--- src/rtl/boron_encrypt_core.sv ---
// boron_encrypt_core
//   Iterative BORON-80 block cipher, encrypt direction, one round per clock.
//   A 64-bit plaintext and an 80-bit key are loaded on an accepted start.
//   ROUNDS rounds then run, followed by final key whitening. The ciphertext is
//   then held until the consumer acknowledges it, or until a new start arrives.
//
// Ports
//   clk_i        rising-edge clock
//   rst_ni       asynchronous active-low reset
//   start_i      request; accepted when start_i && ready_o
//   plaintext_i  64-bit plaintext, sampled on accept
//   key_i        80-bit master key, sampled on accept
//   ready_o      high in IDLE and DONE
//   data_o       ciphertext; meaningful while valid_o is high
//   valid_o      high in DONE
//   ack_i        consumer acknowledge (DONE -> IDLE)
//   round_o      round counter (debug): rc in RUN, ROUNDS+1 in DONE, 0 in IDLE

// 4-bit BORON S-box, one per nibble lane.
module boron_sbox (
  input  logic [3:0] x,
  output logic [3:0] y
);
  always_comb begin
    case (x)
      4'h0: y = 4'hE;
      4'h1: y = 4'h4;
      4'h2: y = 4'hB;
      4'h3: y = 4'h1;
      4'h4: y = 4'h7;
      4'h5: y = 4'h9;
      4'h6: y = 4'hC;
      4'h7: y = 4'hA;
      4'h8: y = 4'hD;
      4'h9: y = 4'h2;
      4'hA: y = 4'h0;
      4'hB: y = 4'hF;
      4'hC: y = 4'h8;
      4'hD: y = 4'h5;
      4'hE: y = 4'h3;
      default: y = 4'h6;
    endcase
  end
endmodule

module boron_encrypt_core #(
  parameter int ROUNDS = 25
) (
  input  logic        clk_i,
  input  logic        rst_ni,
  input  logic        start_i,
  input  logic [63:0] plaintext_i,
  input  logic [79:0] key_i,
  output logic        ready_o,
  output logic [63:0] data_o,
  output logic        valid_o,
  input  logic        ack_i,
  output logic [4:0]  round_o
);

  localparam int         NUM_NIB = 16;
  localparam logic [4:0] LAST_RC = 5'(ROUNDS);

  typedef enum logic [1:0] {IDLE, RUN, DONE} state_t;

  state_t      state_q, state_d;
  logic        accept, last;
  logic [63:0] s_q, data_q;
  logic [79:0] k_q;
  logic [4:0]  rc_q;

  // ---------------- round datapath ----------------
  logic [63:0] s_ark, s_sub, s_new;
  logic [15:0] t0, t1, t2, t3, r0, r1, r2, r3;
  logic [79:0] k_rot, k_new;
  logic [3:0]  k_sb;

  assign s_ark = s_q ^ k_q[63:0];

  for (genvar i = 0; i < NUM_NIB; i++) begin : g_sb
    boron_sbox u_sb (.x(s_ark[4*i +: 4]), .y(s_sub[4*i +: 4]));
  end

  // Nibble shuffle {n3,n2,n1,n0} -> {n1,n0,n3,n2} is a byte swap per word.
  assign t0 = {s_sub[ 7: 0], s_sub[15: 8]};
  assign t1 = {s_sub[23:16], s_sub[31:24]};
  assign t2 = {s_sub[39:32], s_sub[47:40]};
  assign t3 = {s_sub[55:48], s_sub[63:56]};

  // Per-word left rotations by 1, 4, 7 and 9.
  assign r0 = {t0[14:0], t0[15]};
  assign r1 = {t1[11:0], t1[15:12]};
  assign r2 = {t2[ 8:0], t2[15:9]};
  assign r3 = {t3[ 6:0], t3[15:7]};

  assign s_new = {r3 ^ r2, r2, r1 ^ r0, r0};

  // Key schedule: rotate left 13, S-box the low nibble, fold rc into [63:59].
  assign k_rot = {k_q[66:0], k_q[79:67]};
  boron_sbox u_ksb (.x(k_rot[3:0]), .y(k_sb));
  assign k_new = {k_rot[79:64], k_rot[63:59] ^ rc_q, k_rot[58:4], k_sb};

  // ---------------- control FSM ----------------
  always_ff @(posedge clk_i or negedge rst_ni) begin
    if (!rst_ni) state_q <= IDLE;
    else         state_q <= state_d;
  end

  always_comb begin
    state_d = state_q;
    accept  = 1'b0;
    last    = 1'b0;
    ready_o = 1'b0;
    valid_o = 1'b0;
    case (state_q)
      IDLE: begin
        ready_o = 1'b1;
        if (start_i) begin
          accept  = 1'b1;
          state_d = RUN;
        end
      end
      RUN: begin
        if (rc_q == LAST_RC) begin
          last    = 1'b1;
          state_d = DONE;
        end
      end
      DONE: begin
        ready_o = 1'b1;
        valid_o = 1'b1;
        // A new start implicitly acknowledges the held result.
        if (start_i) begin
          accept  = 1'b1;
          state_d = RUN;
        end else if (ack_i) begin
          state_d = IDLE;
        end
      end
      default: state_d = IDLE;
    endcase
  end

  // ---------------- state / key / result registers ----------------
  always_ff @(posedge clk_i or negedge rst_ni) begin
    if (!rst_ni) begin
      s_q    <= '0;
      k_q    <= '0;
      rc_q   <= '0;
      data_q <= '0;
    end else if (accept) begin
      s_q  <= plaintext_i;
      k_q  <= key_i;
      rc_q <= 5'd1;
    end else if (state_q == RUN) begin
      s_q  <= s_new;
      k_q  <= k_new;
      rc_q <= rc_q + 5'd1;
      // Final whitening uses the key produced by the last round.
      if (last) data_q <= s_new ^ k_new[63:0];
    end else if (state_q == DONE && ack_i) begin
      rc_q <= '0;
    end
  end

  assign data_o  = data_q;
  assign round_o = rc_q;

endmodule
--- config.mk ---
export PLATFORM = sky130hd
export DESIGN_NAME = boron_encrypt_core
export DESIGN_NICKNAME = d
export VERILOG_FILES = /design/src/rtl/boron_encrypt_core.sv
export SDC_FILE = /design/constraint.sdc
export NUM_CORES = 1
export LEC_CHECK = 0
export CAP_MARGIN = 20
export CELL_PAD_IN_SITES_DETAIL_PLACEMENT = 1
export CELL_PAD_IN_SITES_GLOBAL_PLACEMENT = 1
export CORE_ASPECT_RATIO = 1.75
export CORE_UTILIZATION = 45
export DETAILED_ROUTE_END_ITERATION = 10
export GPL_TIMING_DRIVEN = 0
export PLACE_DENSITY = 0.93
export SKIP_CTS_REPAIR_TIMING = 1
export SLEW_MARGIN = 5
export SYNTH_ARGS = -nofsm -noshare
export SYNTH_HDL_FRONTEND = slang
export SYNTH_HIERARCHICAL = 1
export SYNTH_SLANG_ARGS = --single-unit
--- constraint.sdc ---
create_clock -name clk_i -period 6.77 [get_ports clk_i]
set_clock_uncertainty 0.05 [all_clocks]
set_input_delay 1.6925 -clock clk_i [delete_from_list [all_inputs] [get_ports clk_i]]
set_output_delay 1.6925 -clock clk_i [all_outputs]
set_load 0.005 [all_outputs]
# After elaboration in Yosys (flattened, before gate mapping)
# Memories as Yosys holds them, arrays and structs flattened.
# Cells that the tools add are included.
dict set report word_totals {
  inputBits 148
  n_memories 17
  mem_bits_ro 1088
  register_bits 215
  output_inout_bits 71
}
# memory depth width read_ports rd_ports_with_merged_regs wr line_no
set mem_list {}
lappend mem_list {{(name not given)} 16 4 1 0 0 25} ;# case (x)
lappend mem_list {{(name not given)} 16 4 1 0 0 25}
lappend mem_list {{(name not given)} 16 4 1 0 0 25}
lappend mem_list {{(name not given)} 16 4 1 0 0 25}
lappend mem_list {{(name not given)} 16 4 1 0 0 25}
lappend mem_list {{(name not given)} 16 4 1 0 0 25}
lappend mem_list {{11 more memories} - - - - - -}
dict set report classes {
  n_reduce_logical 7
  eq_ne 6
  add_sub_neg 1
  mux 18
  n_bitwise 6
}
# operator n
set op_table {}
lappend op_table {{2-to-1 mux 80 bit} 2}
lappend op_table {{2-to-1 mux 64 bit} 2}
lappend op_table {{bitwise XOR 64 bit} 2}
lappend op_table {{bitwise XOR 16 bit} 2}
lappend op_table {{2-to-1 mux 5 bit} 3}
lappend op_table {{2-to-1 mux 2 bit} 4}
lappend op_table {{2-to-1 mux 1 bit} 6}
lappend op_table {{one-hot mux 2 bit (3 select lines)} 1}
lappend op_table {{AND reduction 3 bit} 2}
lappend op_table {{adder 5 x 1 -> 5 bit (second input constant)} 1}
lappend op_table {{equality test 5 bit (second input constant)} 1}
lappend op_table {{bitwise XOR 5 bit} 1}
lappend op_table {{!= test 2 bit (second input constant)} 2}
lappend op_table {{!= test 3 bit (second input constant)} 1}
lappend op_table {{nonzero test 3 bit} 1}
lappend op_table {{equality test 2 x 1 -> 1 bit (second input constant)} 1}
lappend op_table {{equality test 2 bit (second input constant)} 1}
lappend op_table {{logical NOT 2 bit} 1}
lappend op_table {{nonzero test 2 bit} 1}
lappend op_table {{OR reduction 2 bit} 1}
lappend op_table {{logical AND 1 bit} 1}
lappend op_table {{NOT 1 bit} 1}

# Depth between registers and ports, before layout
dict set report logic_depth {
  ltp_word 5
  depth_mapped 9
  ltp_nobuf 9
}

# Cells and area by module
# The synthesis kept the hierarchy.
# module cells_per_inst n_inst area_each_um2
set by_module_without_submodules {}
lappend by_module_without_submodules {boron_encrypt_core 895 1 10278.6}
lappend by_module_without_submodules {boron_sbox 21 17 148.9}

# Worst setup path after synthesis
# No wires, ideal clock.
dict set report synth_timing {
  path_kind {input-to-reg}
  from {input port start_i}
  to {register s_q[51]}
  slack_ps 4076
  path_stages 5
  t_required_ps 6602
  arrival_ps 2526
  setup_time_ps 118
  n_path_buf 2
  path_cell_list {nor2b_1 buf_2 buf_2 a22o_1 a21o_1}
}
dict set report synth_between {
  elab_chain_cells 3
  word_cells_on_any_way 4
  cone_classes {3 x mux; 1 x reduce/logical}
}
# element line_no
set synth_rtl {}
lappend synth_rtl {{start, declared} 51} ;# input logic start_i,
lappend synth_rtl {{2-to-1 mux 1 bit *} {118, 133}}
lappend synth_rtl {{2-to-1 mux 1 bit *} -}
lappend synth_rtl {{2-to-1 mux 64 bit / nonzero test 2 bit (equally long branches)} -}
lappend synth_rtl {{end signal, assigned} 152} ;# s_q <= plaintext_i;
lappend synth_rtl {{end signal, assigned} 156} ;# s_q <= s_new;
lappend synth_rtl {{end, declared} 68} ;# logic [63:0] s_q, data_q;
# Every way passes the cells marked *; elsewhere a longest branch is shown, timed or not.
# A chain may end at the register's enable or synchronous reset.

# Final worst setup path
dict set report layout_timing {
  from {register state_q[0]}
  to {output port valid_o}
}
dict set report layout_between {
  elab_chain_cells 2
}
# element line_no
set layout_rtl {}
lappend layout_rtl {{start, declared} 66} ;# state_t state_q, state_d;
lappend layout_rtl {{start signal, assigned} 106} ;# else state_q <= state_d;
lappend layout_rtl {{equality test 2 bit} 115} ;# case (state_q)
lappend layout_rtl {{2-to-1 mux 1 bit} 115}
lappend layout_rtl {{end, declared} 56} ;# output logic valid_o,
# No other way between the ends.

==> impl_metrics.yaml <==
clocking:
  cts_tree: "done"
  cts_buffer_depth: 3
  htreeDepth: 1
  clkSinkCount: 215
  clk_pin_slew_ns: 0.07
  root_buffer: "clkbuf_16"
  clkLatencyLatePin_ns: 0.54
  cts_made_buffers: 22
grt:
  use_met1: 0.3631
  grtUsageMet3: 0.05413
  gr-total-overflow: 0
  grt-busiest-layer: "met2"
  grt_pass1_vias: 13053
  track_usage: 0.3646
  antenna_found_initial: 0
  grt_pass1_wl_mm: 77.18
  grt_max_degree: 109
  met2_usage: 0.6308
yosys:
  synthXorXnorAreaFrac: 0.1467
  yosysSeqAreaShare: 0.4200
  synth_compound_area_frac: 0.2735
  syn_avg_cell_area_um2: 10.23
  syn_inst: 1252
  yosysWarningCount: 6
  synthDistinctLibCells: 33
  synth_seq_cells: 215
  synth_top_family_by_area: "compound AO/OA/AOI/OAI gates"
  muxShareOfSynthArea: 0.02657
  synthAdderAreaFrac: 0.03516
  synthSimpleGateAreaFrac: 0.04014
  synth_nets: 1436
  syn-cell-area_mm2: 0.01281
timing:
  timing.hold.ws_ns: 0.4507
  slew-limit-headroom: 0.3197
  timing.final.crit_share: 0.5179
  slew_viol_final: 0
  finalHoldViolCount: 0
  rsz0062_at_grt: "false"
  timing.fmax_mhz: 285.2
  setup_viol: 0
  setup_slack_ns: 3.264
  worst_slew_pin_slew_ns: 1.013
  post-route-min-period_ns: 3.506
die:
  core-area_mm2: 0.02797
  ios: 219
  start_util: 0.4580
  dieArea_mm2: 0.02917
  dieHeight_um: 225.2
  die_w_um: 129.5
  rows: 81
detailed_routing:
  vias: 11602
  antenna_left: 0
  drt-pass1-iter-count: 5
  vias_per_cell: 6.165
  wire_per_inst_um: 27.33
  finalWirelength_mm: 51.43
  drt_iter0_drc: 708
  drc: 0
flow_run:
  maxCapViolCount: 0
worst_setup_path:
  end_kind: "output port"
  cp_max_fo: 8
  worst_ep_required_time_ns: 5.03
  worstPathArrival_ns: 1.76
  worstSetupStartpointType: "flop"
  criticalPathCategory: "flop to output port"
placed_design:
  gp_congestion: 0.9944
  pre_cts_ws_ns: 3.139
  dp_hpwl_mm: 37.99
  dpl.cell_count: 1844
  io_buffers: 218
cells_and_area:
  stdcell_count: 1882
  multi_input_area_mm2: 0.006688
  seqCellArea_mm2: 0.005380
  nFillCells: 3148
  drive_above_1_share: 0.09278
  layout.nets: 1679
  diodes: 0
  areaGrowthSynthToFinish_pct: 26.62
status:
  status: "complete, no violations"
hold_path:
  hp-class: "flop to flop"
## cell usage in the layout, fill, tap and decap left out, drive strengths merged, types with 2 or more instances in the layout
master	instances
o21a	2
nand2	18
a21o	122
clkinv	5
xor2	108
inv	37
buf	77
nand2b	18
xnor2	92
nor2	77
bufinv	2
a21oi	88
nand3	2
clkbuf	58
o21ai	146
dfrtp	215
a22o	122
ha	36
mux2i	34
a221o	23
nor2b	2
clkdlybuf4s50	217
## metrics by stage
stage	utilization	instance area (um^2)	TNS (ns)
after floorplan	-	12810	0
after global placement	0.5526	15460	-1088.20
after detailed placement	0.5538	15490	0
after CTS	0.5798	16220	0
after global routing	0.5798	16220	0
final	0.5798	16220	0
## worst paths after layout
check | startpoint | end | slack, ns | cells after the start
worst max-delay path | state_q[0]$_DFFE_PN0P_ | valid_o | 3.26 | 2
worst min-delay path | s_q[5]$_DFFE_PN0P_ | s_q[5]$_DFFE_PN0P_ | 0.45 | 1
worst max register to register | k_q[32]$_DFFE_PN0P_ | data_o[63]$_DFFE_PN0P_ | 3.56 | 9
worst min register to register | s_q[5]$_DFFE_PN0P_ | s_q[5]$_DFFE_PN0P_ | 0.45 | 1
max in group asynchronous | rst_ni | data_o[11]$_DFFE_PN0P_ | 4.46 | 2
min in group asynchronous | rst_ni | data_o[41]$_DFFE_PN0P_ | 1.14 | 1
## final cells by class
class | count | share of cell area
buffer | 103 | 0.03718
clock inverter | 8 | 0.005940
clock buffer | 30 | 0.03896
sequential | 215 | 0.3317
timing repair buffer | 219 | 0.1365
inverter | 37 | 0.008563
multi-input combinational | 897 | 0.4123
tap | 373 | 0.02877
## sequential cells by signal, indices dropped and copies added (netlist names)
name,flops
data_o,64
k_q,80
round_o,5
s_q,64
state_q,2
## layer usage
layer  wire, um  vias to the layer above
li1           -                     4884
met1      16890                     5870
met2      26190                      573
met3       2587                      275
met4       5765                        0
met5          0                        -
## worst max-delay path: stages (launching register included)
cell and delay (ns):
dfrtp_1 0.46, nor2_1 0.22, clkdlybuf4s50_1 0.55
## synth_stat cells
library cell  number  area [um^2]
buf_1              6        22.52
a41oi_1            1        8.760
ha_1              36        450.4
buf_2             44        220.2
nand2_1           18        67.56
a21oi_2           17        148.9
o22ai_1            1        6.260
nand4b_1           1        8.760
nand3_1            2        10.01
o21ai_1           25        125.1
buf_6             18        202.7
mux2i_1           34        340.3
a21o_1           122        915.9
xor2_1            91        797.0
xor2_2            17        276.5
o21ai_0          121        605.6
a31oi_1            1        6.260
inv_1             37        138.9
a211o_1            1        8.760
a22o_1           122         1069
nand2b_1          18        112.6
dfrtp_1          215         5380
a21oi_1           71        355.3
clkbuf_1          28        105.1
o41ai_1            1        8.760
or2_1              1        6.260
a221o_1           23        230.2
nor2_4             1        11.26
nor2_1            76        285.3
buf_4              7        52.55
nor2b_1            2        12.51
o21a_1             2        15.01
xnor2_1           92        805.8
## logic make-up after synthesis
family,after synthesis
muxes,34
DFF,215
xor gates and xnor gates,200
and+or+nand+nor,119
adders and majority gates,36
buffers and inverters,140
AOI/OAI and AO/OA,508
Power is left out: the tool's default activity adds up to more than one toggle a clock period on the data nets, which glitch-free logic cannot reach.
